$ cat src/rtl/amba_lite_master_if.sv
// Command/response and AXI-Lite-style bus signals of amba_lite_master, grouped.
// The master modport is the design side; the slave modport is the bus/client side.
interface amba_lite_master_if;
    logic        i_cmd_valid;
    logic        o_cmd_ready;
    logic        i_cmd_write;
    logic [31:0] i_cmd_addr;
    logic [31:0] i_cmd_wdata;

    logic        o_rsp_valid;
    logic        i_rsp_ready;
    logic [31:0] o_rsp_rdata;
    logic [1:0]  o_rsp_err;

    logic        o_awvalid;
    logic        i_awready;
    logic [31:0] o_awaddr;

    logic        o_wvalid;
    logic        i_wready;
    logic [31:0] o_wdata;
    logic [3:0]  o_wstrb;

    logic        i_bvalid;
    logic        o_bready;
    logic [1:0]  i_bresp;

    logic        o_arvalid;
    logic        i_arready;
    logic [31:0] o_araddr;

    logic        i_rvalid;
    logic        o_rready;
    logic [31:0] i_rdata;
    logic [1:0]  i_rresp;

    modport master (
        input  i_cmd_valid, i_cmd_write, i_cmd_addr, i_cmd_wdata, i_rsp_ready,
        input  i_awready, i_wready, i_bvalid, i_bresp, i_arready, i_rvalid, i_rdata, i_rresp,
        output o_cmd_ready, o_rsp_valid, o_rsp_rdata, o_rsp_err,
        output o_awvalid, o_awaddr, o_wvalid, o_wdata, o_wstrb, o_bready,
        output o_arvalid, o_araddr, o_rready
    );

    modport slave (
        output i_cmd_valid, i_cmd_write, i_cmd_addr, i_cmd_wdata, i_rsp_ready,
        output i_awready, i_wready, i_bvalid, i_bresp, i_arready, i_rvalid, i_rdata, i_rresp,
        input  o_cmd_ready, o_rsp_valid, o_rsp_rdata, o_rsp_err,
        input  o_awvalid, o_awaddr, o_wvalid, o_wdata, o_wstrb, o_bready,
        input  o_arvalid, o_araddr, o_rready
    );
endinterface

$ cat src/rtl/amba_lite_master.sv
// Single-outstanding AXI-Lite-style bus master: one command in, one bus transaction
// out, one response back, with a per-handshake timeout that aborts a stuck bus.
module amba_lite_master #(
    parameter int TIMEOUT = 256
) (
    input  logic ACLK,
    input  logic ARST,
    amba_lite_master_if.master bus
);

    typedef enum logic [2:0] {IDLE, WR_REQ, WR_RESP, RD_REQ, RD_RESP, RSP} state_t;

    localparam logic [15:0] CNT_LAST = 16'(TIMEOUT - 1);

    state_t      state;
    logic [15:0] cnt;
    logic [31:0] addr_q;
    logic [31:0] wdata_q;
    logic        aw_done;
    logic        w_done;

    logic        cmd_ready;
    logic        awvalid;
    logic        wvalid;
    logic        bready;
    logic        arvalid;
    logic        rready;
    logic        rsp_valid;
    logic [31:0] rsp_rdata;
    logic [1:0]  rsp_err;

    logic aw_hs, w_hs, cnt_hit;

    assign aw_hs   = awvalid && bus.i_awready;
    assign w_hs    = wvalid && bus.i_wready;
    // Reaching TIMEOUT means this is the last cycle a handshake may still win.
    assign cnt_hit = (cnt == CNT_LAST);

    function automatic logic [1:0] map_resp(input logic [1:0] r);
        return (r >= 2'b10) ? 2'b10 : 2'b00;
    endfunction

    always_ff @(posedge ACLK) begin
        if (ARST) begin
            state     <= IDLE;
            cnt       <= '0;
            addr_q    <= '0;
            wdata_q   <= '0;
            aw_done   <= 1'b0;
            w_done    <= 1'b0;
            cmd_ready <= 1'b0;
            awvalid   <= 1'b0;
            wvalid    <= 1'b0;
            bready    <= 1'b0;
            arvalid   <= 1'b0;
            rready    <= 1'b0;
            rsp_valid <= 1'b0;
            rsp_rdata <= '0;
            rsp_err   <= '0;
        end else begin
            case (state)
                IDLE: begin
                    if (bus.i_cmd_valid && cmd_ready) begin
                        cmd_ready <= 1'b0;
                        addr_q    <= bus.i_cmd_addr;
                        wdata_q   <= bus.i_cmd_wdata;
                        aw_done   <= 1'b0;
                        w_done    <= 1'b0;
                        cnt       <= '0;
                        if (bus.i_cmd_write) begin
                            state   <= WR_REQ;
                            awvalid <= 1'b1;
                            wvalid  <= 1'b1;
                        end else begin
                            state   <= RD_REQ;
                            arvalid <= 1'b1;
                        end
                    end else begin
                        cmd_ready <= 1'b1;
                    end
                end

                WR_REQ: begin
                    if (aw_hs) begin
                        awvalid <= 1'b0;
                        aw_done <= 1'b1;
                    end
                    if (w_hs) begin
                        wvalid <= 1'b0;
                        w_done <= 1'b1;
                    end
                    if ((aw_done || aw_hs) && (w_done || w_hs)) begin
                        state  <= WR_RESP;
                        bready <= 1'b1;
                        cnt    <= '0;
                    end else if (cnt_hit) begin
                        awvalid   <= 1'b0;
                        wvalid    <= 1'b0;
                        rsp_valid <= 1'b1;
                        rsp_rdata <= '0;
                        rsp_err   <= 2'b11;
                        state     <= RSP;
                        cnt       <= '0;
                    end else begin
                        cnt <= cnt + 16'd1;
                    end
                end

                WR_RESP: begin
                    if (bready && bus.i_bvalid) begin
                        bready    <= 1'b0;
                        rsp_valid <= 1'b1;
                        rsp_rdata <= '0;
                        rsp_err   <= map_resp(bus.i_bresp);
                        state     <= RSP;
                        cnt       <= '0;
                    end else if (cnt_hit) begin
                        bready    <= 1'b0;
                        rsp_valid <= 1'b1;
                        rsp_rdata <= '0;
                        rsp_err   <= 2'b11;
                        state     <= RSP;
                        cnt       <= '0;
                    end else begin
                        cnt <= cnt + 16'd1;
                    end
                end

                RD_REQ: begin
                    if (arvalid && bus.i_arready) begin
                        arvalid <= 1'b0;
                        rready  <= 1'b1;
                        state   <= RD_RESP;
                        cnt     <= '0;
                    end else if (cnt_hit) begin
                        arvalid   <= 1'b0;
                        rsp_valid <= 1'b1;
                        rsp_rdata <= '0;
                        rsp_err   <= 2'b11;
                        state     <= RSP;
                        cnt       <= '0;
                    end else begin
                        cnt <= cnt + 16'd1;
                    end
                end

                RD_RESP: begin
                    if (rready && bus.i_rvalid) begin
                        rready    <= 1'b0;
                        rsp_valid <= 1'b1;
                        rsp_rdata <= bus.i_rdata;
                        rsp_err   <= map_resp(bus.i_rresp);
                        state     <= RSP;
                        cnt       <= '0;
                    end else if (cnt_hit) begin
                        rready    <= 1'b0;
                        rsp_valid <= 1'b1;
                        rsp_rdata <= '0;
                        rsp_err   <= 2'b11;
                        state     <= RSP;
                        cnt       <= '0;
                    end else begin
                        cnt <= cnt + 16'd1;
                    end
                end

                RSP: begin
                    if (bus.i_rsp_ready) begin
                        rsp_valid <= 1'b0;
                        cmd_ready <= 1'b1;
                        state     <= IDLE;
                        cnt       <= '0;
                    end
                end

                default: begin
                    state     <= IDLE;
                    cnt       <= '0;
                    cmd_ready <= 1'b0;
                end
            endcase
        end
    end

    assign bus.o_cmd_ready = cmd_ready;
    assign bus.o_rsp_valid = rsp_valid;
    assign bus.o_rsp_rdata = rsp_rdata;
    assign bus.o_rsp_err   = rsp_err;
    assign bus.o_awvalid   = awvalid;
    assign bus.o_awaddr    = addr_q;
    assign bus.o_wvalid    = wvalid;
    assign bus.o_wdata     = wdata_q;
    assign bus.o_wstrb     = 4'hF;
    assign bus.o_bready    = bready;
    assign bus.o_arvalid   = arvalid;
    assign bus.o_araddr    = addr_q;
    assign bus.o_rready    = rready;

endmodule

$ cat src/flat_wrapper.sv
// flat-port wrapper written by rule: the top's interface ports become plain ports
module amba_lite_master_flat 
#(
    parameter int TIMEOUT = 256
)
  (ACLK, ARST, bus_i_cmd_valid, bus_i_cmd_write, bus_i_cmd_addr, bus_i_cmd_wdata, bus_i_rsp_ready, bus_i_awready, bus_i_wready, bus_i_bvalid, bus_i_bresp, bus_i_arready, bus_i_rvalid, bus_i_rdata, bus_i_rresp, bus_o_cmd_ready, bus_o_rsp_valid, bus_o_rsp_rdata, bus_o_rsp_err, bus_o_awvalid, bus_o_awaddr, bus_o_wvalid, bus_o_wdata, bus_o_wstrb, bus_o_bready, bus_o_arvalid, bus_o_araddr, bus_o_rready);
  amba_lite_master_if bus_i ();
  input  logic ACLK;
  input  logic ARST;
  input wire logic [$bits(bus_i.i_cmd_valid)-1:0] bus_i_cmd_valid;
  input wire logic [$bits(bus_i.i_cmd_write)-1:0] bus_i_cmd_write;
  input wire logic [$bits(bus_i.i_cmd_addr)-1:0] bus_i_cmd_addr;
  input wire logic [$bits(bus_i.i_cmd_wdata)-1:0] bus_i_cmd_wdata;
  input wire logic [$bits(bus_i.i_rsp_ready)-1:0] bus_i_rsp_ready;
  input wire logic [$bits(bus_i.i_awready)-1:0] bus_i_awready;
  input wire logic [$bits(bus_i.i_wready)-1:0] bus_i_wready;
  input wire logic [$bits(bus_i.i_bvalid)-1:0] bus_i_bvalid;
  input wire logic [$bits(bus_i.i_bresp)-1:0] bus_i_bresp;
  input wire logic [$bits(bus_i.i_arready)-1:0] bus_i_arready;
  input wire logic [$bits(bus_i.i_rvalid)-1:0] bus_i_rvalid;
  input wire logic [$bits(bus_i.i_rdata)-1:0] bus_i_rdata;
  input wire logic [$bits(bus_i.i_rresp)-1:0] bus_i_rresp;
  output wire logic [$bits(bus_i.o_cmd_ready)-1:0] bus_o_cmd_ready;
  output wire logic [$bits(bus_i.o_rsp_valid)-1:0] bus_o_rsp_valid;
  output wire logic [$bits(bus_i.o_rsp_rdata)-1:0] bus_o_rsp_rdata;
  output wire logic [$bits(bus_i.o_rsp_err)-1:0] bus_o_rsp_err;
  output wire logic [$bits(bus_i.o_awvalid)-1:0] bus_o_awvalid;
  output wire logic [$bits(bus_i.o_awaddr)-1:0] bus_o_awaddr;
  output wire logic [$bits(bus_i.o_wvalid)-1:0] bus_o_wvalid;
  output wire logic [$bits(bus_i.o_wdata)-1:0] bus_o_wdata;
  output wire logic [$bits(bus_i.o_wstrb)-1:0] bus_o_wstrb;
  output wire logic [$bits(bus_i.o_bready)-1:0] bus_o_bready;
  output wire logic [$bits(bus_i.o_arvalid)-1:0] bus_o_arvalid;
  output wire logic [$bits(bus_i.o_araddr)-1:0] bus_o_araddr;
  output wire logic [$bits(bus_i.o_rready)-1:0] bus_o_rready;
  assign bus_i.i_cmd_valid = bus_i_cmd_valid;
  assign bus_i.i_cmd_write = bus_i_cmd_write;
  assign bus_i.i_cmd_addr = bus_i_cmd_addr;
  assign bus_i.i_cmd_wdata = bus_i_cmd_wdata;
  assign bus_i.i_rsp_ready = bus_i_rsp_ready;
  assign bus_i.i_awready = bus_i_awready;
  assign bus_i.i_wready = bus_i_wready;
  assign bus_i.i_bvalid = bus_i_bvalid;
  assign bus_i.i_bresp = bus_i_bresp;
  assign bus_i.i_arready = bus_i_arready;
  assign bus_i.i_rvalid = bus_i_rvalid;
  assign bus_i.i_rdata = bus_i_rdata;
  assign bus_i.i_rresp = bus_i_rresp;
  assign bus_o_cmd_ready = bus_i.o_cmd_ready;
  assign bus_o_rsp_valid = bus_i.o_rsp_valid;
  assign bus_o_rsp_rdata = bus_i.o_rsp_rdata;
  assign bus_o_rsp_err = bus_i.o_rsp_err;
  assign bus_o_awvalid = bus_i.o_awvalid;
  assign bus_o_awaddr = bus_i.o_awaddr;
  assign bus_o_wvalid = bus_i.o_wvalid;
  assign bus_o_wdata = bus_i.o_wdata;
  assign bus_o_wstrb = bus_i.o_wstrb;
  assign bus_o_bready = bus_i.o_bready;
  assign bus_o_arvalid = bus_i.o_arvalid;
  assign bus_o_araddr = bus_i.o_araddr;
  assign bus_o_rready = bus_i.o_rready;
  amba_lite_master #(.TIMEOUT(TIMEOUT)) u_core (.ACLK(ACLK), .ARST(ARST), .bus(bus_i));
endmodule
$ cat config.mk
export PLATFORM = sky130hd
export DESIGN_NAME = amba_lite_master_flat
export DESIGN_NICKNAME = d
export VERILOG_FILES = /design/src/rtl/amba_lite_master_if.sv /design/src/rtl/amba_lite_master.sv /design/src/flat_wrapper.sv
export SDC_FILE = /design/constraint.sdc
export NUM_CORES = 1
export LEC_CHECK = 0
export CAP_MARGIN = 20
export CORE_MARGIN = 2
export CORE_UTILIZATION = 40
export DETAILED_ROUTE_END_ITERATION = 16
export PLACE_DENSITY = 0.79
export SETUP_SLACK_MARGIN = 0.3
export SYNTH_ARGS = -nofsm -noshare
export SYNTH_HDL_FRONTEND = slang
export SYNTH_SLANG_ARGS = --single-unit
export TNS_END_PERCENT = 20
$ cat constraint.sdc
create_clock -name ACLK -period 2.7 [get_ports ACLK]
set_clock_uncertainty 0.15 [all_clocks]
set_input_delay 0.54 -clock ACLK [delete_from_list [all_inputs] [get_ports ACLK]]
set_output_delay 0.54 -clock ACLK [all_outputs]
set_load 0.005 [all_outputs]
=== Yosys cells after proc, flatten, opt, wreduce, memory -nomap -nowiden ===
Cells that the tools add are included.

* $add $sub $neg: 1
* $mul: 0
* Divide/modulo/power cells: 0
* Order comparisons: 2
* Eq/ne operators: 19
* Shift operators: 0
* Muxes and demuxes: 67
* Bitwise logic cells: 1
* Reductions and logical operators: 28

{| class="wikitable"
|+ Operators by type and width
! operator !! count
|-
| 32-bit 2-to-1 mux || 5
|-
| 32-bit one-hot mux with 4 select lines || 1
|-
| 16-bit 2-to-1 mux || 7
|-
| 16-bit one-hot mux with 6 select lines || 1
|-
| 1-bit 2-to-1 mux || 27
|-
| 3-bit 2-to-1 mux || 7
|-
| 3-bit one-hot mux with 6 select lines || 1
|-
| 3-bit AND reduction || 6
|-
| 16-bit by 1-bit adder with 16-bit output (second input constant) || 1
|-
| 16-bit by 8-bit equality test with 1-bit output (second input constant) || 1
|-
| 2-bit 2-to-1 mux || 8
|-
| 1-bit one-hot mux with 2 select lines || 7
|-
| 2-bit by 1-bit != test with 1-bit output (second input constant) || 5
|-
| 2-bit != test (second input constant) || 5
|-
| 3-bit by 1-bit != test with 1-bit output (second input constant) || 3
|-
| 2-bit one-hot mux with 4 select lines || 1
|-
| 4-bit AND reduction || 2
|-
| 2-bit nonzero test || 4
|-
| 1-bit logical AND || 7
|-
| 3-bit by 2-bit equality test with 1-bit output (second input constant) || 2
|-
| 3-bit equality test (second input constant) || 2
|-
| 2-bit AND reduction || 3
|-
| 1-bit one-hot mux with 5 select lines || 1
|-
| 5-bit nonzero test || 1
|-
| other kinds (8) || 10
|}

* Register bits: 126
* Latch bits: 0
* RAM bits: 0
* ROM bits: 0
* Input port bits: 110
* Memories: 0

=== Depth between registers and ports, before layout ===
* Word-level depth: 5
* Depth in mapped cells: 7
* Depth with buffers taken out: 6

=== Least setup slack after synthesis ===
No wires, ideal clock.

* Kind: input to register
* From: input bus_i_cmd_valid
* To: register u_core.cnt[3]
* Library setup time: 115 ps
* Arrival: 1,625 ps
* Slack: 810 ps
* Cell stages on the path: 6
* Cells stage by stage: a211o_1 > a21oi_4 > buf_2 > nor2_1 > xnor2_1 > nor2_2

* Longest elaborated chain between the ends: 3

{| class="wikitable"
|+ RTL lines
! element !! line !! source
|-
| start: declaration || flat_wrapper.sv:10 || <nowiki>input wire logic [$bits(bus_i.i_cmd_valid)-1:0] bus_i_cmd_valid;</nowiki>
|-
| 1-bit logical AND || amba_lite_master.sv:63 || <nowiki>if (bus.i_cmd_valid && cmd_ready) begin</nowiki>
|-
| 2-bit by 1-bit != test with 1-bit output (no line) || - ||
|-
| 2-bit AND reduction (no line) || - ||
|-
| end signal: assignment || amba_lite_master.sv:105 || <nowiki>cnt <= cnt + 16'd1;</nowiki>
|-
| end signal: assignment || amba_lite_master.sv:125 || <nowiki>cnt <= cnt + 16'd1;</nowiki>
|-
| end signal: assignment || amba_lite_master.sv:143 || <nowiki>cnt <= cnt + 16'd1;</nowiki>
|-
| end: declaration || amba_lite_master.sv:16 || <nowiki>logic [15:0] cnt;</nowiki>
|}

Every way passes these cells.
A chain may end at the register's enable or synchronous reset.

=== Final worst setup path ===
* From: register u_core.state[1]
* To: register u_core.cnt[7]

* Longest elaborated chain between the ends: 3
* Elaborated cells between the ends (all ways): 10
* Classes of those cells: eq/ne (7); mux (1); reduce/logical (2)

{| class="wikitable"
|+ RTL lines
! element !! line !! source
|-
| start: declaration || amba_lite_master.sv:15 || <nowiki>state_t state;</nowiki>
|-
| start signal: assignment || amba_lite_master.sv:45 || <nowiki>state <= IDLE;</nowiki>
|-
| start signal: assignment || amba_lite_master.sv:71 || <nowiki>state <= WR_REQ;</nowiki>
|-
| start signal: assignment || amba_lite_master.sv:75 || <nowiki>state <= RD_REQ;</nowiki>
|-
| 3-bit equality test / 3-bit zero test (equally long branches) || amba_lite_master.sv:61 || <nowiki>case (state)</nowiki>
|-
| 2-bit != test (no line) / 2-bit by 1-bit != test with 1-bit output (equally long branches) || - ||
|-
| 2-bit AND reduction (no line) || - ||
|}

Several ways; a longest one is shown, not always the timed one.

==> results.toml <==
[drt]
drt-vias-per-instance = 5.073
ant_nets = 0
routed_wl_um = 15760
dr.pass1.iters = 5
route.detailed.drc = 0
dr_total_vias = 4997
wl_per_cell_um = 16.00
drt_iter0_markers = 271

[grt]
grt_pass1_vias = 4863
grt_max_degree = 47
grt_pass1_wl_um = 25050
grt_use_total = 0.2262
grt-ovfl-total = 0
grt_antenna_before_repair = 0

[synth]
syn_area_um2 = 5192
synth_seq_area_share = 0.4858
yosys_warnings = 0
synth_edf_count = 0
ys_seq_elements = 126
synthFlopType = "dfxtp_1"
syn_inst = 592
postSynth.asyncResetShare = 0
syn-mean-instance-area_um2 = 8.771
synth_cell_types = 63

[placed_design]
dp_cells = 953
dp_slack_ns = 0.1381
post-dp-hpwl_um = 11710
numPortBuffers = 244
place_congestion = 0.8891

[floorplan]
start_util = 0.4098
die_y_um = 117.9
rows = 41
fp.coreArea_um2 = 12670
die_area_um2 = 13910
die_w_um = 117.9
boundaryPins = 251

[layout]
n_antenna_cell = 0
synthToLayoutAreaGrowth_pct = 56.67
drive_gt1_frac = 0.09225
instances_no_fill = 985
nets = 911

[critical_path]
cp-start-kind = "flop"
worstReg2RegStart = "u_core.state[1]"
critPathArrivalTime_ns = 2.40
critPathLaunch = "u_core.state[1]"
r2r_slack_ns = 0.48
worstSetupEndpointType = "flop"
worst-endpoint-required_ns = 2.88
r2r-end = "u_core.cnt[7]"
r2r_cells = 7
critPathKind = "flop to flop"
critPathMaxFanout = 11

[min_path]
whs_endpoint = "u_core.bus.o_wdata[30]"
hold_depth = 2
worstHoldStart = "u_core.bus.o_wdata[30]"
hp-class = "flop to flop"

[cts]
cts-root-buf = "clkbuf_16"
post_cts_buffers = 0
htreeDepth = 4
clkSinkCount = 126
cts_resized = 0
postCtsHoldBufs = 0
cts_tree = "yes"
cts_buffers = 17
clk_pin_slew_worst_paths_ns = 0.05
clock_path_buffers = 2
clk_latency_ns = 0.41

[timing]
slew_headroom = 0.6505
min_period_ns = 2.219
fmax_ghz = 0.4506
rsz0062_at_grt = "false"
timing.final.max_slew_violations = 0
fin_crit_sh = 0.8220
finalHoldViolCount = 0
setup_viol = 0
setup_ws_ns = 0.4806
finalSetupTns_ns = 0
max_slew.worst_pin.slew_ns = 0.5231

[pwr]
ir_worst_vdd_mv = 0.3565
p_leak_nw = 2.879
p_per_area_nw_per_um2 = 619.1

[outcome]
status = "finished clean"

[run]
cap_viol_max_count = 0
[cell families after synthesis]
logic type	after synthesis	share of synthesized area
AND/OR/NAND/NOR	221	0.1981
AO/OA/AOI/OAI	152	0.1954
flip-flops	126	0.4858
buffers and inverters	78	0.09566
XOR/XNOR	13	0.02193
adder cells (fa/ha/maj)	1	0.002409
other	1	0.0007222
[final cells by class]
| class | count | area (um2) |
|---|---|---|
| Fill cell | 1012 | 4536 |
| Timing Repair Buffer | 260 | 2582 |
| Sequential cell | 126 | 2524 |
| Multi-Input combinational cell | 391 | 2203 |
| Clock buffer | 23 | 488.0 |
| Tap cell | 172 | 215.2 |
| Clock inverter | 9 | 107.6 |
| Inverter | 4 | 15.01 |
[worst max-delay path, stage by stage (launching register included)]
cell and delay (ns):
dfxtp_1 0.45, buf_4 0.24, nor3b_2 0.31, o21ai_2 0.17
a311oi_4 0.36, buf_4 0.20, nand4_1 0.09, a31oi_1 0.17
[cells in the final DEF (no fill, tap or decap), types with 8 or more instances in the layout]
master             n
o21ai_0            8
nor3_1            11
a21oi_1           82
clkdlybuf4s50_1  243
xnor2_1           11
nor2_2            11
buf_4             14
clkbuf_16         17
a22o_1            32
dfxtp_1          125
nand2_1          140
nor2_1            14
[how the worst max path moves through the flow]
stage | to | slack, ns
4_1_cts | u_core.cnt[15] | 0.40
3_3_place_gp | u_core.bus.o_rsp_rdata[26] | 0.18
3_5_place_dp | u_core.bus.o_rsp_rdata[9] | 0.14
5_1_grt | u_core.bus.o_rsp_rdata[25] | 0.38
6_report | u_core.cnt[7] | 0.48
2_1_floorplan | u_core.cnt[3] | 0.81
[where the power goes]
part / total (W) / switching, W / internal, W
Combinational: 0.000779 / 0.000344 / 0.000435
Sequential: 0.00202 / 0.0000712 / 0.00194
Clock: 0.00224 / 0.000786 / 0.00146
Total: 0.00504 / 0.00120 / 0.00384
[layer usage]
layer  GRT usage  vias up  part of all wire
met3     0.08576       28             0.081
met5           0        -                 0
met1      0.2414     2333              0.38
met2      0.4023      207              0.51
met4     0.08810        0             0.025
li1            -     2429                 -
[cells in the mapped netlist (all sizes together), types with 2 or more instances]
| cell | number | area [um2] |
|---|---|---|
| nand4b | 2 | 17.52 |
| nor3b | 5 | 47.54 |
| a221o | 2 | 20.02 |
| or2 | 2 | 12.52 |
| o21ai | 10 | 53.80 |
| o21bai | 2 | 26.28 |
| xnor2 | 11 | 96.34 |
| clkbuf | 20 | 75.07 |
| xor2 | 2 | 17.52 |
| nor3 | 12 | 65.06 |
| and2 | 2 | 12.51 |
| nand2 | 140 | 525.5 |
| inv | 4 | 15.01 |
| nor2b | 3 | 18.77 |
| a21oi | 84 | 435.4 |
| nor2 | 25 | 118.9 |
| or3 | 2 | 12.51 |
| and4 | 2 | 17.52 |
| buf | 54 | 406.7 |
| a22oi | 2 | 20.02 |
| dfxtp | 126 | 2522 |
| nand3 | 7 | 35.03 |
| nand2b | 2 | 12.51 |
| nand3b | 2 | 18.77 |
| a31oi | 5 | 31.28 |
| a211oi | 2 | 15.01 |
| o22a | 2 | 17.52 |
| nor4 | 8 | 56.30 |
| a22o | 32 | 280.3 |
| nand4 | 3 | 25.02 |
[flip-flops by register name, summed over array words and instances, names as in the netlist, 2 cells and up]
register / flops
u_core.bus.o_rsp_err: 2
u_core.bus.o_wdata: 32
u_core.bus.o_rsp_rdata: 32
u_core.cnt: 16
u_core.state: 3
u_core.bus.o_araddr: 32
[per-stage QoR]
| stage | instance area (um2) | total power [W] | hold WS (ns) | utilization |
|---|---|---|---|---|
| 2_1_floorplan | 5204 | 0.002421 | 0.3027 | - |
| 3_3_place_gp | 7538 | 0.002808 | 0.2906 | 0.5949 |
| 3_5_place_dp | 7538 | 0.002832 | 0.2988 | 0.5949 |
| 4_1_cts | 8134 | 0.005096 | 0.3063 | 0.6419 |
| 5_1_grt | 8135 | 0.005267 | 0.3281 | 0.6420 |
| 6_report | 8135 | 0.005037 | 0.3045 | 0.6420 |
Note: power is estimated with default switching activity, not from simulation.
